[src/rtl/dpe_pkg.sv]
// Shared definitions for the dot-product engine datapath: default widths and
// the common round/ReLU/saturate requantization helper.
package dpe_pkg;

    localparam int unsigned DATAW_DEF = 32;
    localparam int unsigned ACCW_DEF  = 48;
    localparam int unsigned OPREC_DEF = 8;
    localparam int unsigned SUM_W     = 64;

    // The sum is widened to SUM_W so that the rounding increment cannot overflow.
    // The caller truncates the result to its own output precision.
    function automatic logic signed [SUM_W-1:0] sat_round(
        input logic signed [SUM_W-1:0] sum,
        input int unsigned             shift,
        input logic                    relu,
        input int unsigned             prec = OPREC_DEF
    );
        logic signed [SUM_W-1:0] r;
        logic signed [SUM_W-1:0] hi;
        logic signed [SUM_W-1:0] lo;
        r = sum;
        if (shift != 0) begin
            r = (sum + (64'sd1 <<< (shift - 1))) >>> shift;
        end
        if (relu && r[SUM_W-1]) begin
            r = '0;
        end
        hi = (64'sd1 <<< (prec - 1)) - 64'sd1;
        lo = -(64'sd1 <<< (prec - 1));
        if (r > hi) begin
            r = hi;
        end else if (r < lo) begin
            r = lo;
        end
        return r;
    endfunction

endpackage

[src/rtl/dpe_ofifo.sv]
// Synchronous output FIFO with extra-bit pointers; the head holds its last
// popped value while empty.
module dpe_ofifo
    import dpe_pkg::*;
#(
    parameter int unsigned WIDTH = OPREC_DEF,
    parameter int unsigned DEPTH = 4
) (
    input  logic             clk_i,
    input  logic             rst_ni,
    input  logic             push_i,
    input  logic [WIDTH-1:0] data_i,
    input  logic             pop_i,
    output logic             full_o,
    output logic             empty_o,
    output logic [WIDTH-1:0] head_o
);

    localparam int unsigned AW = $clog2(DEPTH);

    logic [AW:0]      wr_q;
    logic [AW:0]      rd_q;
    logic [WIDTH-1:0] mem_q [DEPTH];
    logic [WIDTH-1:0] last_q;
    logic             pop_en;
    logic             push_en;

    always_comb begin
        empty_o = (wr_q == rd_q);
        full_o  = (wr_q[AW] != rd_q[AW]) && (wr_q[AW-1:0] == rd_q[AW-1:0]);
        pop_en  = pop_i && !empty_o;
        // A full FIFO still accepts a write when the head leaves in the same cycle.
        push_en = push_i && (!full_o || pop_en);
        head_o  = empty_o ? last_q : mem_q[rd_q[AW-1:0]];
    end

    always_ff @(posedge clk_i or negedge rst_ni) begin
        if (!rst_ni) begin
            wr_q   <= '0;
            rd_q   <= '0;
            last_q <= '0;
            for (int unsigned i = 0; i < DEPTH; i++) begin
                mem_q[i] <= '0;
            end
        end else begin
            if (push_en) begin
                mem_q[wr_q[AW-1:0]] <= data_i;
                wr_q                <= wr_q + 1'b1;
            end
            if (pop_en) begin
                rd_q   <= rd_q + 1'b1;
                last_q <= mem_q[rd_q[AW-1:0]];
            end
        end
    end

endmodule

[src/rtl/dpe_accum.sv]
// Accumulates cfg_len partial dot products, requantizes the full sum and
// queues it in a small output FIFO with a valid/ready handshake.
module dpe_accum
    import dpe_pkg::*;
#(
    parameter int unsigned DATAW      = DATAW_DEF,
    parameter int unsigned ACCW       = ACCW_DEF,
    parameter int unsigned LEN_W      = 8,
    parameter int unsigned SHW        = 5,
    parameter int unsigned OPREC      = OPREC_DEF,
    parameter int unsigned FIFO_DEPTH = 4
) (
    input  logic             clk,
    input  logic             rst,
    input  logic [LEN_W-1:0] cfg_len,
    input  logic [SHW-1:0]   cfg_shift,
    input  logic             cfg_relu,
    input  logic             i_valid,
    input  logic [DATAW-1:0] i_result,
    output logic             o_valid,
    input  logic             o_ready,
    output logic [OPREC-1:0] o_data,
    output logic             o_ovf
);

    if (ACCW < DATAW + LEN_W) begin : g_accw_chk
        $error("dpe_accum: ACCW must be >= DATAW + LEN_W");
    end
    if (ACCW >= SUM_W) begin : g_sumw_chk
        $error("dpe_accum: ACCW must be narrower than the requant helper width");
    end
    if (FIFO_DEPTH < 2 || (FIFO_DEPTH & (FIFO_DEPTH - 1)) != 0) begin : g_depth_chk
        $error("dpe_accum: FIFO_DEPTH must be a power of two >= 2");
    end

    logic [LEN_W-1:0]        cnt_q, cnt_d;
    logic signed [ACCW-1:0]  acc_q, acc_d;
    logic [LEN_W-1:0]        len_q;
    logic [SHW-1:0]          shift_q;
    logic                    relu_q;

    logic                    rq_valid_q;
    logic signed [ACCW-1:0]  rq_sum_q;
    logic [SHW-1:0]          rq_shift_q;
    logic                    rq_relu_q;
    logic                    ovf_q;

    logic                    first;
    logic                    last;
    logic [LEN_W-1:0]        len_cur;
    logic [LEN_W-1:0]        len_eff;
    logic [SHW-1:0]          shift_cur;
    logic                    relu_cur;
    logic signed [ACCW-1:0]  ext;
    logic signed [ACCW-1:0]  sum_d;
    logic [OPREC-1:0]        rq_data;
    logic                    fifo_full;
    logic                    fifo_empty;

    // Configuration is taken live from the ports on the first partial and from
    // the latched copy afterwards, so the first partial already obeys it.
    always_comb begin
        first     = (cnt_q == '0);
        len_cur   = first ? cfg_len   : len_q;
        shift_cur = first ? cfg_shift : shift_q;
        relu_cur  = first ? cfg_relu  : relu_q;
        len_eff   = (len_cur == '0) ? LEN_W'(1) : len_cur;
        ext       = {{(ACCW-DATAW){i_result[DATAW-1]}}, i_result};
        sum_d     = first ? ext : acc_q + ext;
        last      = (cnt_q == len_eff - LEN_W'(1));
        cnt_d     = cnt_q;
        acc_d     = acc_q;
        if (i_valid) begin
            acc_d = sum_d;
            cnt_d = last ? '0 : cnt_q + LEN_W'(1);
        end
    end

    always_ff @(posedge clk or negedge rst) begin
        if (!rst) begin
            cnt_q      <= '0;
            acc_q      <= '0;
            len_q      <= '0;
            shift_q    <= '0;
            relu_q     <= 1'b0;
            rq_valid_q <= 1'b0;
            rq_sum_q   <= '0;
            rq_shift_q <= '0;
            rq_relu_q  <= 1'b0;
            ovf_q      <= 1'b0;
        end else begin
            cnt_q      <= cnt_d;
            acc_q      <= acc_d;
            rq_valid_q <= i_valid && last;
            if (i_valid && first) begin
                len_q   <= cfg_len;
                shift_q <= cfg_shift;
                relu_q  <= cfg_relu;
            end
            // The requant stage carries its own config so the next dot product
            // may latch new settings while this sum is still being written.
            if (i_valid && last) begin
                rq_sum_q   <= sum_d;
                rq_shift_q <= shift_cur;
                rq_relu_q  <= relu_cur;
            end
            if (rq_valid_q && fifo_full && !o_ready) begin
                ovf_q <= 1'b1;
            end
        end
    end

    always_comb begin
        rq_data = OPREC'(sat_round(SUM_W'(rq_sum_q), 32'(rq_shift_q), rq_relu_q, OPREC));
    end

    dpe_ofifo #(
        .WIDTH (OPREC),
        .DEPTH (FIFO_DEPTH)
    ) u_ofifo (
        .clk_i   (clk),
        .rst_ni  (rst),
        .push_i  (rq_valid_q),
        .data_i  (rq_data),
        .pop_i   (o_ready),
        .full_o  (fifo_full),
        .empty_o (fifo_empty),
        .head_o  (o_data)
    );

    assign o_valid = !fifo_empty;
    assign o_ovf   = ovf_q;

endmodule
[config.mk]
export PLATFORM = sky130hd
export DESIGN_NAME = dpe_accum
export DESIGN_NICKNAME = d
export VERILOG_FILES = /design/src/rtl/dpe_pkg.sv /design/src/rtl/dpe_ofifo.sv /design/src/rtl/dpe_accum.sv
export SDC_FILE = /design/constraint.sdc
export NUM_CORES = 1
export LEC_CHECK = 0
export ABC_AREA = 1
export BUFFER_PORTS_ARGS = -buffer_cell sky130_fd_sc_hd__buf_4
export CELL_PAD_IN_SITES_DETAIL_PLACEMENT = 1
export CELL_PAD_IN_SITES_GLOBAL_PLACEMENT = 1
export CORE_MARGIN = 2
export CORE_UTILIZATION = 40
export CTS_CLUSTER_DIAMETER = 80
export CTS_CLUSTER_SIZE = 28
export DETAILED_ROUTE_END_ITERATION = 12
export PLACE_DENSITY = 0.73
export SYNTH_ARGS = -nofsm -noshare
export SYNTH_HDL_FRONTEND = slang
export SYNTH_HIERARCHICAL = 1
export SYNTH_SLANG_ARGS = --single-unit
[constraint.sdc]
create_clock -name clk -period 13 [get_ports clk]
set_clock_uncertainty 0.2 [all_clocks]
set_input_delay 0.65 -clock clk [delete_from_list [all_inputs] [get_ports clk]]
set_output_delay 0.65 -clock clk [all_outputs]
set_load 0.02 [all_outputs]
# ---- Word level (Yosys, flattened, before mapping)
# Cells that the tools add are included.
dict set report word_totals {
  ff_bits 172
  latch_bits 0
  mem_bits_rw 0
  rom_bits 0
  input_bits 50
  out_inout_bits 10
  word_cells 70
  n_memories 0
}
dict set report op_classes {
  n_addsub 7
  n_mul 0
  div 0
  n_lt_le_gt_ge 5
  eq_ne 4
  shift 2
  n_mux 17
  bitwise 2
  n_reduce_logical 16
}
# cell n
set ops {}
lappend ops {{$mux 64} 2}
lappend ops {{$mux 8} 9}
lappend ops {{$add 48x64->64} 1}
lappend ops {{$gt 64x8->1 const B} 1}
lappend ops {{$lt 64x8->1 const B} 1}
lappend ops {{$sshl 2x32->64 const A} 1}
lappend ops {{$sshr 64x5->64} 1}
lappend ops {{$add 48x32->48} 1}
lappend ops {{$mux 48} 1}
lappend ops {{$bwmux 32} 1}
lappend ops {{$bmux 8 s2} 1}
lappend ops {{$demux 8 s2} 1}
lappend ops {{$logic_not 8->1} 2}
lappend ops {{$logic_and 1x1->1} 9}
lappend ops {{$add 8x1->8 const B} 1}
lappend ops {{$eq 8x8->1} 1}
lappend ops {{$sub 8x1->8 const B} 1}
lappend ops {{$add 3x1->3 const B} 2}
lappend ops {{$ge 3x3->1 const B} 2}
lappend ops {{$not 2->3} 2}
lappend ops {{$sub 5x1->6 const B} 1}
lappend ops {{$mux 5} 1}
lappend ops {{$reduce_bool 5->1} 1}
lappend ops {{$eq 3x3->1} 1}
lappend ops {{other kinds (6)} 8}

# ---- Logic depth before layout (Yosys ltp)
# Gate-level depths: netlist of the first run.
dict set report logic_depth {
  word_depth 11
  depth_mapped 47
  ltp_nobuf 42
}

# ---- Hierarchy
# The synthesis of the first run kept the hierarchy.
# mod instances cells_each area_each_um2 seq_area_each_um2
set by_module_without_submodules {}
lappend by_module_without_submodules {dpe_accum 1 3563 19331.0 3153.0}
lappend by_module_without_submodules {dpe_ofifo 1 287 2432.3 1151.1}

# ---- Worst setup path before layout of the first run
# No wires, ideal clock.
dict set report synth_timing {
  kind {register -> register}
  start {register rq_shift_q[0]}
  end {register u_ofifo/mem_q[0] in the netlist's numbering}
  setup_ns 0.066
  arrival_ns 5.464
  required_ns 12.734
  path_slack_ns 7.270
  path_stages_with_launch 43
  path_buffers 6
  synth_period_minus_slack_ns 5.730
  path_cell_list {dfrtp_1 clkbuf_1 clkinv_1 clkbuf_1 buf_1 ha_1 nand3_1 nor2_1 inv_1 clkbuf_1 nand2_1 clkbuf_1 nor2_1 ha_1 nand2_1 nor2_1 nand2_1 nand2_1 [... 7 more ...] nand2_2 nand2_1 nand3_2 buf_4 o21ai_0 a21oi_1 nand2_1 nor2_1 nand2_1 o21ai_1 nor2_1 nand3_1 nand2_1 nand2_1 nand2_1 nand2_1 nand4_1 nand2_1}
}
dict set report synth_via {
  elab_chain_len 11
  word_cells_on_any_way 13
  classes_between {2 x add/sub; 2 x order compare; 2 x shift; 5 x mux; 2 x reduce/logical}
}
# element line_no
set synth_lines {}
lappend synth_lines {{start: declaration} dpe_accum.sv:44} ;# logic [SHW-1:0] rq_shift_q;
lappend synth_lines {{start signal: assignment} dpe_accum.sv:104} ;# rq_shift_q <= shift_cur;
lappend synth_lines {{$sub 5x1->6} dpe_pkg.sv:23} ;# r = (sum + (64'sd1 <<< (shift - 1))) >>> shift;
lappend synth_lines {{$sshl 2x32->64} dpe_pkg.sv:23}
lappend synth_lines {{$add 48x64->64} dpe_pkg.sv:23}
lappend synth_lines {{$sshr 64x5->64} dpe_pkg.sv:23}
lappend synth_lines {{$mux 64 *} dpe_pkg.sv:22} ;# if (shift != 0) begin
lappend synth_lines {{$logic_and 1x1->1} dpe_pkg.sv:25} ;# if (relu && r[SUM_W-1]) begin
lappend synth_lines {{$mux 64 *} dpe_pkg.sv:25}
lappend synth_lines {{$lt 64x8->1} dpe_pkg.sv:32} ;# end else if (r < lo) begin
lappend synth_lines {{$mux 8} dpe_pkg.sv:32}
lappend synth_lines {{$mux 8 *} dpe_pkg.sv:30} ;# if (r > hi) begin
lappend synth_lines {{named net rq_data[0]} dpe_accum.sv:56} ;# logic [OPREC-1:0] rq_data;
lappend synth_lines {{$bwmux 32 *} dpe_ofifo.sv:47} ;# mem_q[wr_q[AW-1:0]] <= data_i;
lappend synth_lines {{end signal: indexed assignment} dpe_ofifo.sv:47}
lappend synth_lines {{end: declaration} dpe_ofifo.sv:23} ;# logic [WIDTH-1:0] mem_q [DEPTH];
# Mark *: on every way through the listed nets, which the timed path passes. The rest lies on a longest branch.
# A chain may end at the register's enable or synchronous reset.

# ---- Worst setup path in the final report of the first run
dict set report layout_timing {
  start {register rq_shift_q[1]}
  end {register u_ofifo/mem_q[3] in the netlist's numbering}
}
# Same word-level chain as after synthesis.

==> results of run 1 <==
synthesized netlist by cell type, types with 5 or more instances:
| library cell | instances | area share, % |
|---|---|---|
| and3_1 | 5 | 0.14 |
| o22ai_1 | 9 | 0.26 |
| xnor2_1 | 28 | 1.1 |
| a21oi_1 | 123 | 2.8 |
| nand4_1 | 67 | 1.9 |
| o211ai_1 | 10 | 0.34 |
| or2_2 | 20 | 0.57 |
| ha_1 | 119 | 6.8 |
| nor4_1 | 5 | 0.14 |
| inv_1 | 532 | 9.2 |
| nand2_1 | 1256 | 22 |
| a31oi_1 | 47 | 1.4 |
| buf_1 | 27 | 0.47 |
| o21ai_2 | 12 | 0.48 |
| buf_6 | 13 | 0.67 |
| o21ai_1 | 20 | 0.46 |
| xor2_1 | 27 | 1.1 |
| buf_4 | 6 | 0.21 |
| inv_2 | 7 | 0.12 |
| dfrtp_1 | 172 | 20 |
| nor2_1 | 295 | 5.1 |
| nor3_1 | 26 | 0.60 |
| nand2_2 | 7 | 0.20 |
| buf_2 | 9 | 0.21 |
| nand3_1 | 675 | 16 |
| o21a_1 | 19 | 0.66 |
| clkbuf_1 | 80 | 1.4 |
| o21bai_1 | 8 | 0.28 |
| nand3b_1 | 20 | 0.69 |
| o21ai_0 | 159 | 3.7 |
flip-flops by register name (all words and copies together), names as in the netlist:
| register | count |
|---|---|
| o_ovf | 1 |
| acc_q | 48 |
| u_ofifo/last_q | 8 |
| u_ofifo/wr_q | 3 |
| u_ofifo/rd_q | 3 |
| rq_sum_q | 48 |
| shift_q | 5 |
| len_q | 8 |
| rq_valid_q | 1 |
| rq_shift_q | 5 |
| rq_relu_q | 1 |
| cnt_q | 8 |
| relu_q | 1 |
| u_ofifo/mem_q | 32 |
metrics by stage:
stage / setup slack (ns) / utilization [%] / total power (W) / area (um^2) / hold WS [ns]
finish: 4.56 / 43.3 / 0.00551 / 23300 / 0.0744
global route: 3.72 / 43.3 / 0.00604 / 23300 / 0.130
CTS: 4.66 / 43.3 / 0.00544 / 23300 / 0.0734
detailed placement: 4.72 / 42.2 / 0.00487 / 22700 / 0.254
global placement: 4.84 / 42.2 / 0.00480 / 22700 / 0.252
floorplan: 7.27 / - / 0.00369 / 21900 / 0.154
worst paths after layout:
check | endpoint | slack, ns | from
setup / recovery | u_ofifo/mem_q[3] | 4.56 | rq_shift_q[1]
hold / removal | u_ofifo/last_q[0] | 0.07 | rst
setup reg to reg | u_ofifo/mem_q[3] | 4.56 | rq_shift_q[1]
hold reg to reg | u_ofifo/mem_q[23] | 0.27 | u_ofifo/mem_q[23]
max in group asynchronous | rq_sum_q[33] | 11.01 | rst
min in group clk | len_q[3] | 0.16 | cfg_len[3]
critical path: cells and delay by family, from the launching register on:
| kind | cells | cell delay, ns |
|---|---|---|
| fa+ha+maj | 2 | 0.65 |
| compound gates | 1 | 0.48 |
| simple gates | 30 | 4.60 |
| flops | 1 | 0.39 |
| buf+inv | 9 | 1.95 |
power by group through the flow:
stage / registers [W] / clock network, W / logic [W]
floorplan: 0.000808 / 0 / 0.00288
global placement: 0.000939 / 0 / 0.00386
detailed placement: 0.000943 / 0 / 0.00392
CTS: 0.000936 / 0.000568 / 0.00394
global route: 0.000958 / 0.000578 / 0.00451
finish: 0.000945 / 0.000546 / 0.00402
kinds of logic after synthesis:
kind of cell	Yosys count	synth area share (%)
muxes	7	0.345
DFF	172	19.8
buffers and inverters	679	12.3
xor gates and xnor gates	56	2.34
other	1	0.0172
AOI/OAI and AO/OA	421	10.8
and+or+nand+nor	2393	47.3
adders and majority gates	121	7.03
layout make-up:
| cell class | count | area [um^2] | share of cell area [%] |
|---|---|---|---|
| sequential | 172 | 4310 | 18.5 |
| multi-input combinational | 3029 | 14900 | 63.9 |
| tap | 696 | 871 | 3.74 |
| clock buffer | 18 | 429 | 1.84 |
| antenna | 3 | 7.51 | 0.0322 |
| timing repair buffer | 76 | 577 | 2.48 |
| clock inverter | 14 | 169 | 0.725 |
| inverter | 544 | 2050 | 8.79 |
cell usage in the layout (no fill, tap or decap), types with 31 or more instances in the layout:
cell type / Yosys / final
nand3_1: 675 / 675
nor2_1: 295 / 295
conb_1: 1 / 31
inv_1: 532 / 530
nand2_1: 1256 / 1256
buf_4: 6 / 75
nand4_1: 67 / 67
o21ai_0: 159 / 159
a21oi_1: 123 / 123
ha_1: 119 / 119
dfrtp_1: 172 / 168
a31oi_1: 47 / 47
per-layer routing:
metal | vias up | wire (um)
li1 | 12465 | -
met1 | 11958 | 41600
met2 | 663 | 40000
met3 | 133 | 4970
met4 | 0 | 3200
met5 | - | 0
==> impl_metrics.csv, run 1 <==
group,metric,value,unit
outcome,status,"finished clean",
setup_path,worstPathRequired,13.18,ns
power,p_leak,12.5,nW
setup_path,crit_path_start_kind,"flop",
power,p_switching,0.00329,W
logic_synthesis,async_reset_ff_share,100,%
sta,tns,0,ns
placement,place_congestion,0.998,
logic_synthesis,syn_area,21800,um^2
logic_synthesis,yosys_warnings,6,
job,cap_violations,0,
floorplan,io_pins,60,
sta,hold_viol,0,
floorplan,die_width,237,um
power,swShare,59.7,%
floorplan,rows,85,
setup_path,crit_path_max_fanout,68,
clock_tree,cts-root-buf,"clkbuf_16",
setup_path,reg2reg_depth,42,
power,pwr_density_cell,237,nW/um^2
logic_synthesis,ys_types,56,
routing,first_pass_iters,6,
setup_path,critPathKind,"reg -> reg",
power,seq_power_share,17.1,%
sta,fmax,118,MHz
logic_synthesis,synth_ff_type,"dfrtp_1",
global_routing,met2_usage,51.6,%
clock_tree,numCtsBuffers,17,
power,clkPwrFrac,9.9,%
power,pwr-share-comb,73.0,%
routing,viasPerCell,5.54,
floorplan,start_util,40.4,%
routing,totalWireLength,89700,um
clock_tree,cts_tree,"done",
routing,remaining_drc_errors,0,
routing,wl_per_cell,19.7,um
routing,num_vias,25219,
layout,nFillCells,7660,
clock_tree,cts_resized,0,
global_routing,met1_usage,43.6,%
layout,final_layout_size_suffix_gt1_share,4.57,%
clock_tree,clk_pin_slew,0.07,ns
logic_synthesis,postSynthAreaPerCell,5.65,um^2
setup_path,endpoint_kind,"flop",
clock_tree,clock_path_buffers,2,
global_routing,overflow,0,
logic_synthesis,synth_seq_cells,172,
floorplan,die_area,56300,um^2
routing,ant_nets,0,
layout,areaGrowthSynthToFinish,7.04,%
power,worst_ir_drop_vdd,0.124,mV
worst_hold_path,hold_class,"in -> async",
sta,final_min_period_over_clock_period,65.0,%
floorplan,die_y,237,um
routing,drt_iter0_drc,2044,
clock_tree,worst_skew_pair.late_latency,0.52,ns
power,internal_power,0.00222,W
global_routing,grt_max_degree,104,
logic_synthesis,synth-seq-area-share,19.8,%
setup_path,crit_top_cell,"nand2_1",
logic_synthesis,synth_edf_count,0,
setup_path,critPathMaxStageDelay,0.67,ns
placement,hpwl,73300,um
layout,fin_nets,4011,
global_routing,grt_pass1_vias,24741,
global_routing,grt_pass1_wl,140000,um
setup_path,cp_slowest_cell,"nand3_2",
layout,stdcell_count,4552,
placement,dp.cells,4517,
floorplan,coreArea,53800,um^2
global_routing,met3_usage,4.49,%
clock_tree,cts_sinks,172,
global_routing,top_usage_layer,"met2",
global_routing,track_usage,31.9,%
sta,setup_viol,0,
clock_tree,post_cts_buffers,0,
sta,grt_setup_unrepaired,"no",
sta,final_max_slew_viol_count,0,
setup_path,crit_arrival,8.62,ns
sta,tightest_slew,1.07,ns
placement,portBuffers,59,
global_routing,antenna_found_initial,2,
sta,period_needed,8.44,ns
clock_tree,cts.hold.buffers_added,0,
logic_synthesis,syn-instance-count,3850,
clock_tree,cts.htree.levels,4,
sta,timing.slew.headroom,27.7,%
(Power assumes the default switching activity.)
==> run 2: changes to the inputs <==
==> constraint.sdc (replaced) <==
create_clock -name clk -period 8.3 [get_ports clk]
set_clock_uncertainty 0.2 [all_clocks]
set_input_delay 0.415 -clock clk [delete_from_list [all_inputs] [get_ports clk]]
set_output_delay 0.415 -clock clk [all_outputs]
set_load 0.02 [all_outputs]
==> impl_metrics.csv, run 2 (same netlist as run 1, synthesis figures left out) <==
group,metric,value,unit
routing,viasPerCell,5.51,
floorplan,rows,85,
layout,layout_commonest_cell,"nand2_1",
placement,portBuffers,59,
routing,first_pass_iters,5,
clock_tree,cts.htree.levels,4,
sta,setup_viol,0,
global_routing,track_usage,31.7,%
clock_tree,post_cts_buffers,0,
floorplan,die_y,237,um
clock_tree,clk_pin_slew,0.08,ns
placement,dp_worst_setup_slack,1.18,ns
layout,final_cell_mix,"nand2_1 (1,256), nand3_1 (675), inv_1 (530), nor2_1 (295), dfrtp_1 (168)",
layout,diodes,0,
global_routing,grt_pass1_vias,24652,
routing,totalWireLength,89100,um
sta,period_needed,7.21,ns
clock_tree,clock_path_buffers,2,
floorplan,io_pins,60,
setup_path,critPathMaxStageDelay,0.68,ns
outcome,status,"finished clean",
power,p_leak,12.6,nW
global_routing,overflow,0,
layout,nFillCells,7662,
clock_tree,cts_tree,"done",
setup_path,crit_path_max_fanout,77,
job,cap_violations,0,
sta,final_min_period_over_clock_period,86.9,%
clock_tree,cts_sinks,172,
worst_hold_path,hold_class,"in -> reg",
routing,wl_per_cell,19.5,um
floorplan,die_width,237,um
layout,final_layout_size_suffix_gt1_share,4.60,%
floorplan,die_area,56300,um^2
sta,layout_setup_ws,1.09,ns
sta,grt_setup_unrepaired,"no",
layout,top_regs,"acc_q x48, rq_sum_q x48, u_ofifo/mem_q x32",
power,pwr_density_cell,370,nW/um^2
setup_path,crit_top_cell,"nand2_1",
placement,hpwl,73200,um
setup_path,cp_slowest_cell,"xor2_1",
floorplan,start_util,40.4,%
global_routing,antenna_found_initial,2,
layout,final_cell_area,23400,um^2
sta,timing.slew.headroom,26.8,%
global_routing,grt_max_degree,101,
routing,num_vias,25130,
power,worst_ir_drop_vdd,0.171,mV
sta,tightest_slew,1.09,ns
placement,placedInstanceArea,22700,um^2
routing,remaining_drc_errors,0,
setup_path,worstPathRequired,8.47,ns
sta,final_max_slew_viol_count,0,
floorplan,coreArea,53800,um^2
sta,whs,0.0403,ns
global_routing,grt_pass1_wl,139000,um
clock_tree,numCtsBuffers,17,
routing,ant_nets,0,
placement,place_congestion,0.996,
clock_tree,worst_skew_pair.late_latency,0.48,ns
setup_path,crit_path_start_kind,"flop",
setup_path,crit_arrival,7.38,ns
sta,fmax,139,MHz
setup_path,critPathKind,"reg -> reg",
routing,drt_iter0_drc,1969,
setup_path,endpoint_kind,"flop",
clock_tree,cts-root-buf,"clkbuf_16",
sta,hold_viol,0,
sta,tns,0,ns
layout,fin_nets,4025,
layout,areaGrowthSynthToFinish,7.66,%
==> run 2: cell types whose count changed in the layout (fill, tap and decap cells not counted), sizes merged, moves of 2 or more <==
cell	change
clkinvlp	+2
dlygate4sd3	+13
clkinv	-2
diode	-3
==> run 2: path summary, 6_finish.rpt <==
path | start | end | slack [ns] | cells after the start
worst max-delay path | rq_shift_q[0] | u_ofifo/mem_q[8] | 1.09 | 35
worst max register to register | rq_shift_q[0] | u_ofifo/mem_q[8] | 1.09 | 35
min in group asynchronous | rst | u_ofifo/last_q[7] | 0.38 | 2
max in group asynchronous | rst | acc_q[47] | 5.96 | 3
worst min-delay path | cfg_len[6] | len_q[6] | 0.04 | 3
worst min register to register | u_ofifo/mem_q[20] | u_ofifo/mem_q[20] | 0.27 | 2
==> run 2: cell type report <==
class | instances | area, um^2 | area share, %
Clock buffer | 17 | 425 | 1.82
Clock inverter | 15 | 178 | 0.758
Inverter | 544 | 2050 | 8.74
Multi-Input combinational cell | 3029 | 14900 | 63.5
Sequential cell | 172 | 4310 | 18.4
Tap cell | 696 | 871 | 3.72
Timing Repair Buffer | 90 | 714 | 3.05
==> run 2: power by group <==
part	total [W]	leakage [nW]	switching, W	internal, W
registers	0.00150	2.20	0.000397	0.00111
logic	0.00632	10.1	0.00435	0.00197
clock network	0.000845	0.286	0.000415	0.000430
total	0.00867	12.6	0.00516	0.00351
==> run 2: per-stage QoR <==
| stage | power (W) | instances | util [%] |
|---|---|---|---|
| 5_1_grt | 0.00952 | 4563 | 43.5 |
| 4_1_cts | 0.00855 | 4563 | 43.5 |
| 3_3_place_gp | 0.00758 | 4518 | 42.2 |
| 2_1_floorplan | 0.00578 | 3880 | - |
| 3_5_place_dp | 0.00766 | 4518 | 42.2 |
| 6_report | 0.00867 | 4563 | 43.5 |
==> run 2: repair_timing <==
action,in CTS,in global routing
resized for setup,0,0
hold buffers,13,0
hold endpoints to repair,111,0
==> run 2: per-layer routing <==
layer	up-vias	global-route usage [%]	wire, um
met5	-	0	0
met4	0	10.9	3100
met3	134	5.04	4780
met2	579	51.0	39800
met1	11954	43.1	41400
li1	12463	-	-
==> run 2: worst max-delay path: cells and delay by family, from the launching register on <==
| kind | cells | cell delay (ns) |
|---|---|---|
| buffers and inverters | 3 | 0.99 |
| DFF | 1 | 0.41 |
| and+or+nand+nor | 29 | 4.03 |
| xor gates and xnor gates | 1 | 0.68 |
| AOI/OAI and AO/OA | 1 | 0.35 |
| adders and majority gates | 1 | 0.38 |
